**src/rtl/vblank_scheduler.sv**
```systemverilog
// vblank_scheduler
//   Shares the vertical-blanking update window between N_REQ game-logic
//   requesters. Each requester gets at most one round-robin slot per frame,
//   every slot is bounded by TIMEOUT cycles, and any grant still held when
//   active video resumes is revoked.
//
// Ports
//   clk_pix        pixel clock
//   rst_pix        synchronous active-high reset
//   sx, sy         raster position from dvi_controller
//   req_i          level request per requester
//   done_i         one-cycle completion pulse from the granted requester
//   win_o          update window open
//   frame_start_o  one-cycle pulse when the window opens
//   grant_o        one-hot grant, all-zero when nobody holds the window
//   grant_idx_o    index of the current or most recent grant
//   timeout_o      one-cycle pulse when a grant is dropped for timeout
//   overrun_o      one-cycle pulse when a grant is revoked at window close
//   frame_cnt_o    frames seen, wrapping
module vblank_scheduler #(
  parameter int CORDW   = 10,
  parameter int N_REQ   = 4,
  parameter int V_RES   = 480,
  parameter int TIMEOUT = 1024
) (
  input  logic                       clk_pix,
  input  logic                       rst_pix,
  input  logic [CORDW-1:0]           sx,
  input  logic [CORDW-1:0]           sy,
  input  logic [N_REQ-1:0]           req_i,
  input  logic [N_REQ-1:0]           done_i,
  output logic                       win_o,
  output logic                       frame_start_o,
  output logic [N_REQ-1:0]           grant_o,
  output logic [$clog2(N_REQ)-1:0]   grant_idx_o,
  output logic                       timeout_o,
  output logic                       overrun_o,
  output logic [15:0]                frame_cnt_o
);

  localparam int IW = $clog2(N_REQ);
  localparam int TW = $clog2(TIMEOUT);

  typedef enum logic [1:0] {IDLE, ARB, GRANT, DRAIN} state_t;

  state_t           state;
  logic [N_REQ-1:0] elig;
  logic [IW-1:0]    ptr;
  logic [TW-1:0]    tcnt;

  logic             open_cond;
  logic             close_cond;
  logic [IW:0]      pick;

  // Index following i, wrapping at N_REQ (which need not be a power of two).
  function automatic logic [IW-1:0] next_idx(input logic [IW-1:0] i);
    if (i == IW'(N_REQ - 1)) return '0;
    return i + IW'(1);
  endfunction

  // Round-robin search: first set bit of cand at or above start, wrapping.
  // Returns {found, index}.
  function automatic logic [IW:0] rr_pick(input logic [N_REQ-1:0] cand,
                                          input logic [IW-1:0]    start);
    logic          found;
    logic [IW-1:0] idx;
    int            j;
    found = 1'b0;
    idx   = '0;
    for (int i = 0; i < N_REQ; i++) begin
      j = (int'(start) + i) % N_REQ;
      if (!found && cand[j]) begin
        found = 1'b1;
        idx   = IW'(j);
      end
    end
    return {found, idx};
  endfunction

  assign open_cond  = (sx == '0) && (sy == CORDW'(V_RES));
  assign close_cond = (sy < CORDW'(V_RES));
  // Requesters that dropped req since the window opened forfeit their slot.
  assign pick       = rr_pick(elig & req_i, ptr);

  always_ff @(posedge clk_pix) begin
    if (rst_pix) begin
      state         <= IDLE;
      elig          <= '0;
      ptr           <= '0;
      tcnt          <= '0;
      win_o         <= 1'b0;
      frame_start_o <= 1'b0;
      grant_o       <= '0;
      grant_idx_o   <= '0;
      timeout_o     <= 1'b0;
      overrun_o     <= 1'b0;
      frame_cnt_o   <= '0;
    end else begin
      frame_start_o <= 1'b0;
      timeout_o     <= 1'b0;
      overrun_o     <= 1'b0;

      // Active video resuming overrides everything, including a timeout
      // that would otherwise fire in this same cycle.
      if (state != IDLE && close_cond) begin
        state   <= IDLE;
        win_o   <= 1'b0;
        grant_o <= '0;
        elig    <= '0;
        if (grant_o != '0) begin
          ptr <= next_idx(grant_idx_o);
          // A done landing on the closing cycle is a normal completion.
          if (!done_i[grant_idx_o]) overrun_o <= 1'b1;
        end
      end else begin
        case (state)
          IDLE: begin
            if (open_cond) begin
              state         <= ARB;
              win_o         <= 1'b1;
              frame_start_o <= 1'b1;
              frame_cnt_o   <= frame_cnt_o + 16'd1;
              elig          <= req_i;
            end
          end

          ARB: begin
            if (pick[IW]) begin
              state       <= GRANT;
              grant_o     <= N_REQ'(1) << pick[IW-1:0];
              grant_idx_o <= pick[IW-1:0];
              tcnt        <= '0;
            end else begin
              state <= DRAIN;
            end
          end

          GRANT: begin
            // tcnt holds (granted cycles so far - 1); done in the last
            // granted cycle is checked first so it wins over timeout.
            if (done_i[grant_idx_o]) begin
              state             <= ARB;
              grant_o           <= '0;
              elig[grant_idx_o] <= 1'b0;
              ptr               <= next_idx(grant_idx_o);
            end else if (tcnt == TW'(TIMEOUT - 1)) begin
              state             <= ARB;
              grant_o           <= '0;
              elig[grant_idx_o] <= 1'b0;
              ptr               <= next_idx(grant_idx_o);
              timeout_o         <= 1'b1;
            end else begin
              tcnt <= tcnt + TW'(1);
            end
          end

          DRAIN: begin
            // Window stays open with nobody granted until close.
          end

          default: state <= IDLE;
        endcase
      end
    end
  end

endmodule

```
**config.mk**
```make
export PLATFORM = sky130hd
export DESIGN_NAME = vblank_scheduler
export DESIGN_NICKNAME = d
export VERILOG_FILES = /design/src/rtl/vblank_scheduler.sv
export SDC_FILE = /design/constraint.sdc
export NUM_CORES = 1
export LEC_CHECK = 0
export CAP_MARGIN = 0
export CORE_ASPECT_RATIO = 1.1
export CORE_MARGIN = 3
export CORE_UTILIZATION = 40
export DETAILED_ROUTE_END_ITERATION = 16
export PLACE_DENSITY = 0.72
export SYNTH_ARGS = -nofsm -noshare
export SYNTH_HDL_FRONTEND = slang
export SYNTH_SLANG_ARGS = --single-unit
```
**constraint.sdc**
```tcl
create_clock -name clk_pix -period 2.4 [get_ports clk_pix]
set_input_delay 0.36 -clock clk_pix [delete_from_list [all_inputs] [get_ports clk_pix]]
set_output_delay 0.36 -clock clk_pix [all_outputs]
set_load 0.005 [all_outputs]
```
### Word level (Yosys, flattened, before mapping)

Cells that the tools add are included.

* bits in registers: 44
* input port bits: 30
* output and inout port bits: 26
* logic and storage cells: 144

* $add $sub $neg: 6
* $lt $le $gt $ge: 7
* equality and inequality tests: 11
* shift-type cells: 1
* mux-type cells: 65
* bitwise gates (word level): 10
* reductions and logical operators: 33

Operators with widths (count)
* two-way mux 2 bit: 16
* two-way mux 1 bit: 30
* two-way mux 10 bit: 3
* two-way mux 4 bit: 6
* one-hot mux 10 bit (2 select lines): 1
* AND reduction 3 bit: 6
* adder 16 x 1 -> 16 bit (second input constant): 1
* one-hot mux 4 bit (2 select lines): 2
* < comparator 3 x 4 -> 1 bit (second input constant): 3
* adder 10 x 1 -> 10 bit (second input constant): 1
* binary-select mux 1 bit (select 2 bit): 5
* == test 10 bit (second input constant): 1
* == test 10 x 9 -> 1 bit (second input constant): 1
* zero test 10 bit: 1
* < comparator 10 x 9 -> 1 bit (second input constant): 1
* AND 4 bit: 2
* != test 2 bit (second input constant): 4
* nonzero test 2 bit: 4
* OR reduction 2 bit: 4
* logical AND 1 bit: 6
* < comparator 2 x 3 -> 1 bit (second input constant): 2
* one-hot mux 2 bit (3 select lines): 1
* nonzero test 3 bit: 2
* OR reduction 3 bit: 2
* 18 further kinds: 28

### Depth between registers and ports, before layout

Gate-level depths: netlist of run 1.

* word-level depth: 17
* mapped depth: 8
* gate-level depth less buffers: 7

### Least setup slack after synthesis of run 1

OpenSTA, ideal clock, no wires.

* kind: register to register
* start: reg state[0]
* end: reg frame_cnt_o[11]
* library setup time: 0.121 ns
* data arrival time: 2.001 ns
* data required time: 2.279 ns
* path slack: 0.278 ns
* cell stages (with the launch flop): 9
* path buffers: 1
* clock period less this slack: 2.122 ns
* cells stage by stage: dfxtp_1 > inv_1 > ha_1 > nor4b_1 > nand4_1 > or2_1 > clkbuf_1 > nor3_1 > mux2_2

* word-level cells in the longest chain between the ends: 4
* elaborated cells on any way between the ends: 5
* those cells by class: bitwise (1); reduce/logical (4)

RTL lines
* start: declaration: line 46 `state_t state;`
* start signal: assignment: line 87 `state <= IDLE;`
* start signal: assignment: line 106 `state <= IDLE;`
* start signal: assignment: line 119 `state <= ARB;`
* nonzero test 2 bit: line 105 `if (state != IDLE && close_cond) begin`
* logical AND 1 bit: line 105
* inverter 1 bit (no line)
* AND reduction 3 bit (no line) (*)
* end signal: assignment: line 122 `frame_cnt_o <= frame_cnt_o + 16'd1;`
* end: declaration: line 38 `output logic [15:0] frame_cnt_o`

Mark *: on every way between the ends. The rest lies on a longest branch, timed or not.
A chain may end at the register's enable or synchronous reset.

### Worst setup path after layout of run 1

* start: reg state[1]
* end: reg frame_cnt_o[7]

Same word-level chain as after synthesis.

==> results of run 1 <==
-- cell usage after synthesis, drive strengths merged, types with 4 or more instances --
| cell | count | share of area, % |
|---|---|---|
| a21oi | 14 | 3.0 |
| inv | 14 | 2.2 |
| o311ai | 4 | 1.5 |
| or3 | 6 | 1.6 |
| nand3 | 13 | 2.8 |
| and4 | 5 | 1.9 |
| ha | 9 | 4.8 |
| dfxtp | 44 | 38 |
| nor2 | 30 | 4.8 |
| clkbuf | 6 | 0.96 |
| nor2b | 11 | 2.9 |
| nor3 | 12 | 2.8 |
| mux2 | 9 | 4.3 |
| nor4 | 5 | 1.3 |
| nand2 | 17 | 2.7 |
| o21ai | 15 | 3.2 |
| nand4 | 11 | 2.9 |
-- cell type report --
cell class,instances,area [um2]
clock inverters,3,42.5
well taps,75,93.8
clock buffers,5,68.8
inverters,14,52.6
flip-flops and latches,44,881
multi-input cells,211,1380
repair buffers,70,663
fillers,520,2320
-- cells in the final DEF, fill, tap and decap left out, types with 2 or more instances in the layout --
cell / count
a21o_1: 3
a21oi_1: 14
a22o_1: 2
a22oi_1: 2
a31o_2: 2
a32oi_1: 3
and2_1: 3
and3_1: 3
and4_1: 5
buf_4: 15
clkbuf_8: 5
clkdlybuf4s50_1: 55
dfxtp_1: 44
ha_1: 9
inv_1: 14
mux2_2: 9
mux2i_1: 2
nand2_1: 17
nand2b_1: 3
nand3_1: 13
nand4_1: 11
nor2_1: 30
nor2b_1: 11
nor3_1: 11
nor3b_1: 2
nor4_1: 5
o21ai_0: 15
o2bb2ai_1: 2
o311ai_0: 4
o31ai_1: 3
or3_1: 6
or4_1: 3
xnor2_1: 3
xor2_1: 2
-- layer usage --
layer / GRT usage (%) / wire, um / vias up
met5: 0 / 0 / -
met4: 5.47 / 77 / 0
met3: 5.57 / 343 / 9
met2: 30.5 / 2940 / 65
met1: 22.2 / 2620 / 1093
li1: - / - / 1156
-- flip-flops by register name, summed over array words and instances, names as in the netlist --
name	count
frame_cnt_o	16
tcnt	10
elig	4
grant_o	4
grant_idx_o	2
ptr	2
state	2
frame_start_o	1
overrun_o	1
timeout_o	1
win_o	1
-- final timing paths --
check | from | to | slack (ps) | cells after the start
max | state[1]$_SDFFE_PP0P_ | frame_cnt_o[7]$_SDFFE_PP0P_ | 260 | 7
min | grant_o[2]$_SDFFE_PP0P_ | grant_o[2]$_SDFFE_PP0P_ | 500 | 1
max reg2reg | state[1]$_SDFFE_PP0P_ | frame_cnt_o[7]$_SDFFE_PP0P_ | 260 | 7
min reg2reg | grant_o[2]$_SDFFE_PP0P_ | grant_o[2]$_SDFFE_PP0P_ | 500 | 1
-- repair_timing --
item,CTS,global route
hold buffers,0,0
setup endpoints to repair,0,5
gates resized for setup,0,1
buffers inserted,0,0
-- logic make-up after synthesis --
logic type / share of synthesized area, %
adders and majority gates: 4.82
AOI/OAI and AO/OA: 17.0
buffers and inverters: 3.59
xor gates and xnor gates: 1.88
and+or+nand+nor: 28.9
muxes: 6.16
DFF: 37.7
-- power groups by stage --
stage	clock network [uW]	logic (uW)	registers, uW
global route	617	94.2	729
global placement	0	84.9	746
CTS	590	86.2	729
finish	572	86.9	729
detailed placement	0	85.9	746
floorplan	0	24.8	746
-- worst register-to-register path, cell delays in order, from the launching register on --
cell and delay, ps:
dfxtp_1 340, inv_1 80, ha_1 230, nor4b_2 270
nand4_1 150, or2_1 360, nor3_1 260, mux2_2 350
-- per-stage QoR --
stage / hold slack [ps] / area, um2 / TNS, ps
after global placement: 471 / 3060 / -0.565
after global routing: 508 / 3180 / 0
final: 498 / 3180 / 0
after CTS: 495 / 3170 / 0
after detailed placement: 483 / 3060 / -323
after floorplan: 448 / 2340 / 0
==> results.toml, run 1 <==
[placed_design]
placed_cells = 414
dp_hpwl_um = 4610
portBuffers = 55
gp_congestion = 0.834
pre_cts_ws_ps = -71.8

[sta]
fin_worst_skew_ps = 7.61
min_period_ps = 2140
slew_headroom_pct = 61.2
fmaxAchievable_mhz = 468
rsz0062_at_grt = "no"
drv_slew = 0
finalCritPeriodShare_pct = 89.0
setup_slack_ps = 263
worstMarginPinSlew_ps = 577
setup_viol = 0
hold_viol_final = 0

[status]
status = "finished clean"

[floorplanning]
dieArea_um2 = 6790
coreArea_um2 = 5500
io_pins = 56
start_util_pct = 42.5
die_h_um = 86.2
rows = 28
dieWidth_um = 78.9

[global_route]
antenna_found_initial = 0
grt_max_degree = 28
gr-total-overflow = 0
grt_usage_pct = 18.1
grt_pass1_wl_um = 9910
grt_pass1_vias = 2170

[synth]
synth_cells = 277
ys_seq_elements = 44
avgSynthCellArea_um2 = 8.43
yosysWarnings = 0
ys_types = 47
ys_async_sr_fraction_pct = 0
syn_area_um2 = 2340
synth_fp_nets = 316
synth_seq_area_share_pct = 37.7
synth_edf_count = 0
dominantRegCellSynth = "dfxtp_1"

[pwr]
totalPowerFinal_uw = 1390
ir_drop_mv = 0.234
p_leak_uw = 0.00111
intPower_uw = 1090
p_comb_share_pct = 6.3
p_sw_uw = 298
p_per_area_nw_per_um2 = 437
p_clk_share_pct = 41.2
p_seq_share_pct = 52.5
switching_share_pct = 21.4

[worst_setup_path]
crit_path_cell_trace = "inv_1 -> ha_1 -> nor4b_2 -> nand4_1 -> or2_1 -> nor3_1 -> mux2_2"
critical_path_buf_inv_count = 1
crit_arrival_ps = 2340
cp-start-kind = "register"
worstPathRequired_ps = 2600
endpoint_kind = "register"
path_delay_family = "simple AND/OR/NAND/NOR gates"
max_stage_delay_ps = 360
path_max_fanout = 7
path_class = "register to register"
worst_path_max_delay_cell = "or2_1"

[final_layout]
drive_gt1_share_pct = 11.2
fin_util_pct = 57.8
stdcell_count = 422
syn2layout_area_growth_pct = 36.1
nets = 385
antennaDiodeCount = 0

[clock_tree]
cts_tree = "yes"
clockRootBuffer = "clkbuf_8"
cts.sinks = 44
path_clk_slew_ps = 90
cts_inserted_buffers = 5
cts_max_path_buffers = 2
cts-htree-levels = 2
clk_latency_ps = 300

[route]
drt_first_pass_iters = 5
drt-initial-drc-count = 146
antenna_left = 0
drt-wirelength-per-cell_um = 14.2
wirelength_um = 5980
num_vias = 2323
drc = 0
vias_per_cell = 5.50

[worst_hold_path]
hold_path_class = "register to register"

[job]
drv_cap = 0
Power figures use the tool's default switching activity.
==> inputs of run 2 (changes only) <==
--- a/config.mk
+++ b/config.mk
@@ -10,7 +10,9 @@
 export CORE_MARGIN = 3
 export CORE_UTILIZATION = 40
 export DETAILED_ROUTE_END_ITERATION = 16
+export MAX_ROUTING_LAYER = met4
 export PLACE_DENSITY = 0.72
+export REMOVE_ABC_BUFFERS = 1
 export SYNTH_ARGS = -nofsm -noshare
 export SYNTH_HDL_FRONTEND = slang
 export SYNTH_SLANG_ARGS = --single-unit
==> results.toml, run 2 (synthesis gave the netlist of run 1 again) <==
[status]
status = "finished clean"

[worst_setup_path]
rr_startpoint = "state[0]$_SDFFE_PP0P_"
endpoint_kind = "register"
worstPathRequired_ps = 2630
path_class = "primary input to register"
cp-start-kind = "primary input"
crit_arrival_ps = 2370
r2r_cells = 8
path_max_fanout = 17
rrSetupSlack_ps = 260
r2r-end = "frame_cnt_o[9]$_SDFFE_PP0P_"

[final_layout]
layout_common_cells = "clkdlybuf4s50_1 (55), dfxtp_1 (44), nor2_1 (30)"
nets = 385
largest_reg_flops = 16
fin_util_pct = 57.3
top_register = "frame_cnt_o"
final_common_cell = "clkdlybuf4s50_1"
antennaDiodeCount = 0
syn2layout_area_growth_pct = 34.9
top_regs = "frame_cnt_o: 16 flops, tcnt: 10 flops"
stdcell_count = 421
drive_gt1_share_pct = 11.3

[route]
drt-initial-drc-count = 93
top_layer_used = "met4"
drc = 0
vias_per_cell = 5.39
drt-wirelength-per-cell_um = 14.0
drt-met1-wl_um = 2650
drt_first_pass_iters = 4
num_vias = 2271
route.met2.wl_um = 2930
wirelength_um = 5890
antenna_left = 0
wl_met3_um = 220

[clock_tree]
clk_latency_ps = 300
cts.sinks = 44
cts-htree-levels = 2
cts_max_path_buffers = 2
path_clk_slew_ps = 90
cts_inserted_buffers = 5
clockRootBuffer = "clkbuf_8"
cts_tree = "yes"
holdBufCountCts = 0

[floorplanning]
rows = 28
coreArea_um2 = 5500
start_util_pct = 42.5
io_pins = 56
dieWidth_um = 78.9
dieArea_um2 = 6790
die_h_um = 86.2

[sta]
setup_slack_ps = 253
slew_headroom_pct = 67.9
finalCritPeriodShare_pct = 89.4
fmaxAchievable_mhz = 466
hold_viol_final = 0
min_period_ps = 2150
fin_tns_setup_ps = 0
worstMarginPinSlew_ps = 481
setup_viol = 0
fin_worst_skew_ps = 11.6
rsz0062_at_grt = "no"
drv_slew = 0

[pwr]
p_comb_share_pct = 7.0
switching_share_pct = 22.4
ir_drop_mv = 0.253
p_leak_uw = 0.00110
intPower_uw = 981
totalPowerFinal_uw = 1260
p_per_area_nw_per_um2 = 401
p_seq_share_pct = 57.7
p_clk_share_pct = 35.3
p_sw_uw = 284

[placed_design]
pre_cts_ws_ps = -58.0
dp_hpwl_um = 4540
placed_cells = 414
gp_congestion = 0.899
portBuffers = 55

[global_route]
gr-total-overflow = 0
grt_max_degree = 38
antenna_found_initial = 0
grt_usage_pct = 18.6
grt_pass1_wl_um = 9830
grt_pass1_vias = 2166

[job]
drv_cap = 0

[worst_hold_path]
min_to = "grant_o[2]$_SDFFE_PP0P_"
hold_path_class = "register to register"
hold_depth = 1
hp-start = "grant_o[2]$_SDFFE_PP0P_"
## run 2: cell count changes in the layout (fill, tap and decap cells not counted), sizes merged
| cell | before | now |
|---|---|---|
| bufinv | 1 | 0 |
## run 2: power groups by stage
stage | clock [uW] | sequential (uW) | combinational [uW]
4_1_cts | 462 | 729 | 88.1
6_report | 447 | 729 | 88.1
3_5_place_dp | 0 | 746 | 87.9
5_1_grt | 490 | 729 | 97.7
2_1_floorplan | 0 | 746 | 17.4
3_3_place_gp | 0 | 746 | 85.8
## run 2: metrics by stage
stage | instance area [um2] | hold slack [ps]
global route | 3150 | 511
CTS | 3140 | 491
floorplan | 2300 | 429
detailed placement | 3060 | 471
global placement | 3060 | 463
finish | 3150 | 491
## run 2: per-layer routing
| metal | GRT usage (%) | vias to the layer above |
|---|---|---|
| met5 | - | - |
| met4 | 6.41 | 0 |
| met3 | 2.63 | 7 |
| met2 | 31.9 | 42 |
| met1 | 22.5 | 1074 |
| li1 | - | 1148 |
## run 2: cell type report
type / count / area [um2]
Fill cell: 538 / 2350
Clock buffer: 5 / 68.8
Sequential cell: 44 / 881
Inverter: 14 / 52.6
Tap cell: 75 / 93.8
Timing Repair Buffer: 70 / 663
Multi-Input combinational cell: 211 / 1380
Clock inverter: 2 / 12.5
## run 2: worst max-delay path by stage
| stage | startpoint | to | slack (ps) | cells after the start |
|---|---|---|---|---|
| finish | done_i[3] | tcnt[7]$_SDFFE_PP0P_ | 250 | 7 |
| detailed placement | done_i[3] | tcnt[7]$_SDFFE_PP0P_ | -60 | 7 |
| floorplan | grant_idx_o[0]$_SDFFE_PP0P_ | tcnt[7]$_SDFFE_PP0P_ | 310 | 5 |
| CTS | state[0]$_SDFFE_PP0P_ | frame_cnt_o[9]$_SDFFE_PP0P_ | 120 | 8 |
| global route | state[0]$_SDFFE_PP0P_ | frame_cnt_o[12]$_SDFFE_PP0P_ | 2 | 10 |
| global placement | sx[1] | frame_cnt_o[15]$_SDFFE_PP0P_ | -10 | 7 |
## run 2: worst max-delay path, cell delays in order
cell and delay [ps]:
clkdlybuf4s50_1 390, mux4_2 500, a41oi_2 230, o2111ai_2 120, buf_4 200, or4_1 400, a21oi_1 170
## run 2: repair_timing
action	4_1_cts	5_1_grt
hold endpoints to repair	0	0
resized for setup	0	2
setup endpoints to repair	0	10
buffers inserted	0	0
==> inputs of run 3 (changes only) <==
--- a/config.mk
+++ b/config.mk
@@ -7,12 +7,12 @@
 export LEC_CHECK = 0
 export CAP_MARGIN = 0
 export CORE_ASPECT_RATIO = 1.1
-export CORE_MARGIN = 3
 export CORE_UTILIZATION = 40
 export DETAILED_ROUTE_END_ITERATION = 16
 export MAX_ROUTING_LAYER = met4
 export PLACE_DENSITY = 0.72
 export REMOVE_ABC_BUFFERS = 1
+export SETUP_SLACK_MARGIN = 0.02
 export SYNTH_ARGS = -nofsm -noshare
 export SYNTH_HDL_FRONTEND = slang
 export SYNTH_SLANG_ARGS = --single-unit
==> results.toml, run 3 (synthesis gave the netlist of run 1 again) <==
[worst_setup_path]
path_class = "register to register"
endpoint_kind = "register"
worstPathRequired_ps = 2590
crit_arrival_ps = 2370
r2r-end = "frame_cnt_o[12]$_SDFFE_PP0P_"
r2r_cells = 10
cp-start-kind = "register"
rr_startpoint = "state[0]$_SDFFE_PP0P_"
path_max_fanout = 6
rrSetupSlack_ps = 230

[final_layout]
fin_util_pct = 58.3
syn2layout_area_growth_pct = 37.3
top_register = "frame_cnt_o"
multi_input_area_um2 = 1390
seqCellArea_um2 = 881
largest_reg_flops = 16
drive_gt1_share_pct = 12.8
final_common_cell = "clkdlybuf4s50_1"
fillers = 525
nets = 389
layout_common_cells = "clkdlybuf4s50_1 (55), dfxtp_1 (44), nor2_1 (30)"
top_regs = "frame_cnt_o: 16 flops, tcnt: 10 flops"
antennaDiodeCount = 0

[floorplanning]
dieWidth_um = 74.9
rows = 28
coreArea_um2 = 5500
dieArea_um2 = 6150
io_pins = 56
start_util_pct = 42.5
die_h_um = 82.2

[worst_hold_path]
hp-start = "grant_o[2]$_SDFFE_PP0P_"
min_to = "grant_o[2]$_SDFFE_PP0P_"
hold_depth = 1
hold_path_class = "register to register"

[placed_design]
pre_cts_ws_ps = -85.7
gp_congestion = 0.871
portBuffers = 55
dp_hpwl_um = 4350

[route]
drt_first_pass_iters = 4
wirelength_um = 5710
drc = 0
num_vias = 2289
antenna_left = 0
vias_per_cell = 5.37
drt-initial-drc-count = 69
drt-wirelength-per-cell_um = 13.4

[clock_tree]
path_clk_slew_ps = 80
clockRootBuffer = "clkbuf_8"
clk_latency_ps = 300
post_cts_buffers = 0
cts_inserted_buffers = 5
cts.sinks = 44
cts_max_path_buffers = 2
cts_tree = "yes"
cts-htree-levels = 2

[sta]
slew_headroom_pct = 68.3
fin_worst_skew_ps = 7.14
rsz0062_at_grt = "no"
min_period_ps = 2170
setup_viol = 0
setup_slack_ps = 225
worstMarginPinSlew_ps = 475
fin_tns_setup_ps = 0
fmaxAchievable_mhz = 460
drv_slew = 0
finalCritPeriodShare_pct = 90.6
hold_viol_final = 0

[global_route]
gr-total-overflow = 0
grt_max_degree = 38
grt_pass1_wl_um = 9100
grt_usage_pct = 20.2
grt_pass1_vias = 2084
antenna_found_initial = 0

[pwr]
p_clk_share_pct = 37.3
p_comb_share_pct = 6.9
ir_drop_mv = 0.196
p_seq_share_pct = 55.9
p_per_area_nw_per_um2 = 407
intPower_uw = 1010
p_sw_uw = 291
switching_share_pct = 22.3
p_leak_uw = 0.00113

[status]
status = "finished clean"

[job]
drv_cap = 0
[run 3: how the worst max path moves through the flow]
stage	start	endpoint	slack [ps]	cells past startpoint
after global placement	sx[4]	frame_cnt_o[15]$_SDFFE_PP0P_	-80	7
after global routing	state[0]$_SDFFE_PP0P_	frame_cnt_o[12]$_SDFFE_PP0P_	30	10
after floorplan	grant_idx_o[0]$_SDFFE_PP0P_	tcnt[7]$_SDFFE_PP0P_	310	5
after detailed placement	sx[4]	frame_cnt_o[13]$_SDFFE_PP0P_	-90	7
after CTS	state[0]$_SDFFE_PP0P_	frame_cnt_o[13]$_SDFFE_PP0P_	60	8
final	state[0]$_SDFFE_PP0P_	frame_cnt_o[12]$_SDFFE_PP0P_	230	10
[run 3: power by group through the flow]
stage               Combinational [uW]  Sequential (uW)  Clock (uW)
floorplan                         17.4              746           0
global placement                  85.9              746           0
detailed placement                87.5              746           0
CTS                               87.8              729         495
global route                      97.6              729         525
finish                            89.5              729         486
[run 3: worst max-delay path, cell delays in order (launching register included)]
cell and delay (ps):
dfxtp_1 320, inv_1 90, ha_1 250, nor4b_4 240
buf_4 150, nand4_1 110, buf_4 180, nor3_2 160
buf_4 160, nand4_1 120, mux2_2 280
[run 3: repair_timing]
| action | CTS | global route |
|---|---|---|
| resized for setup | 0 | 4 |
| setup endpoints to repair | 0 | 11 |
| hold buffers | 0 | 0 |
[run 3: cell type report]
class,count,area share (%)
clock inverter,2,0.312
timing repair buffer,74,21.6
tap,75,2.93
inverter,14,1.64
sequential,44,27.5
multi-input combinational,211,43.5
clock buffer,6,2.58
[run 3: routing by layer]
| layer | wire length (um) | GRT usage (%) | vias to the layer above |
|---|---|---|---|
| met2 | 2740 | 32.9 | 51 |
| li1 | - | - | 1164 |
| met4 | 82 | 7.55 | 0 |
| met5 | 0 | - | - |
| met3 | 255 | 3.76 | 6 |
| met1 | 2640 | 24.9 | 1068 |
[run 3: stage by stage]
step           area, um2  hold slack [ps]  total power [uW]  std cells
2_1_floorplan       2300              429               764        269
3_3_place_gp        3090              471               832        418
3_5_place_dp        3090              477               834        418
4_1_cts             3180              493              1310        426
5_1_grt             3210              518              1350        426
6_report            3210              487              1300        426
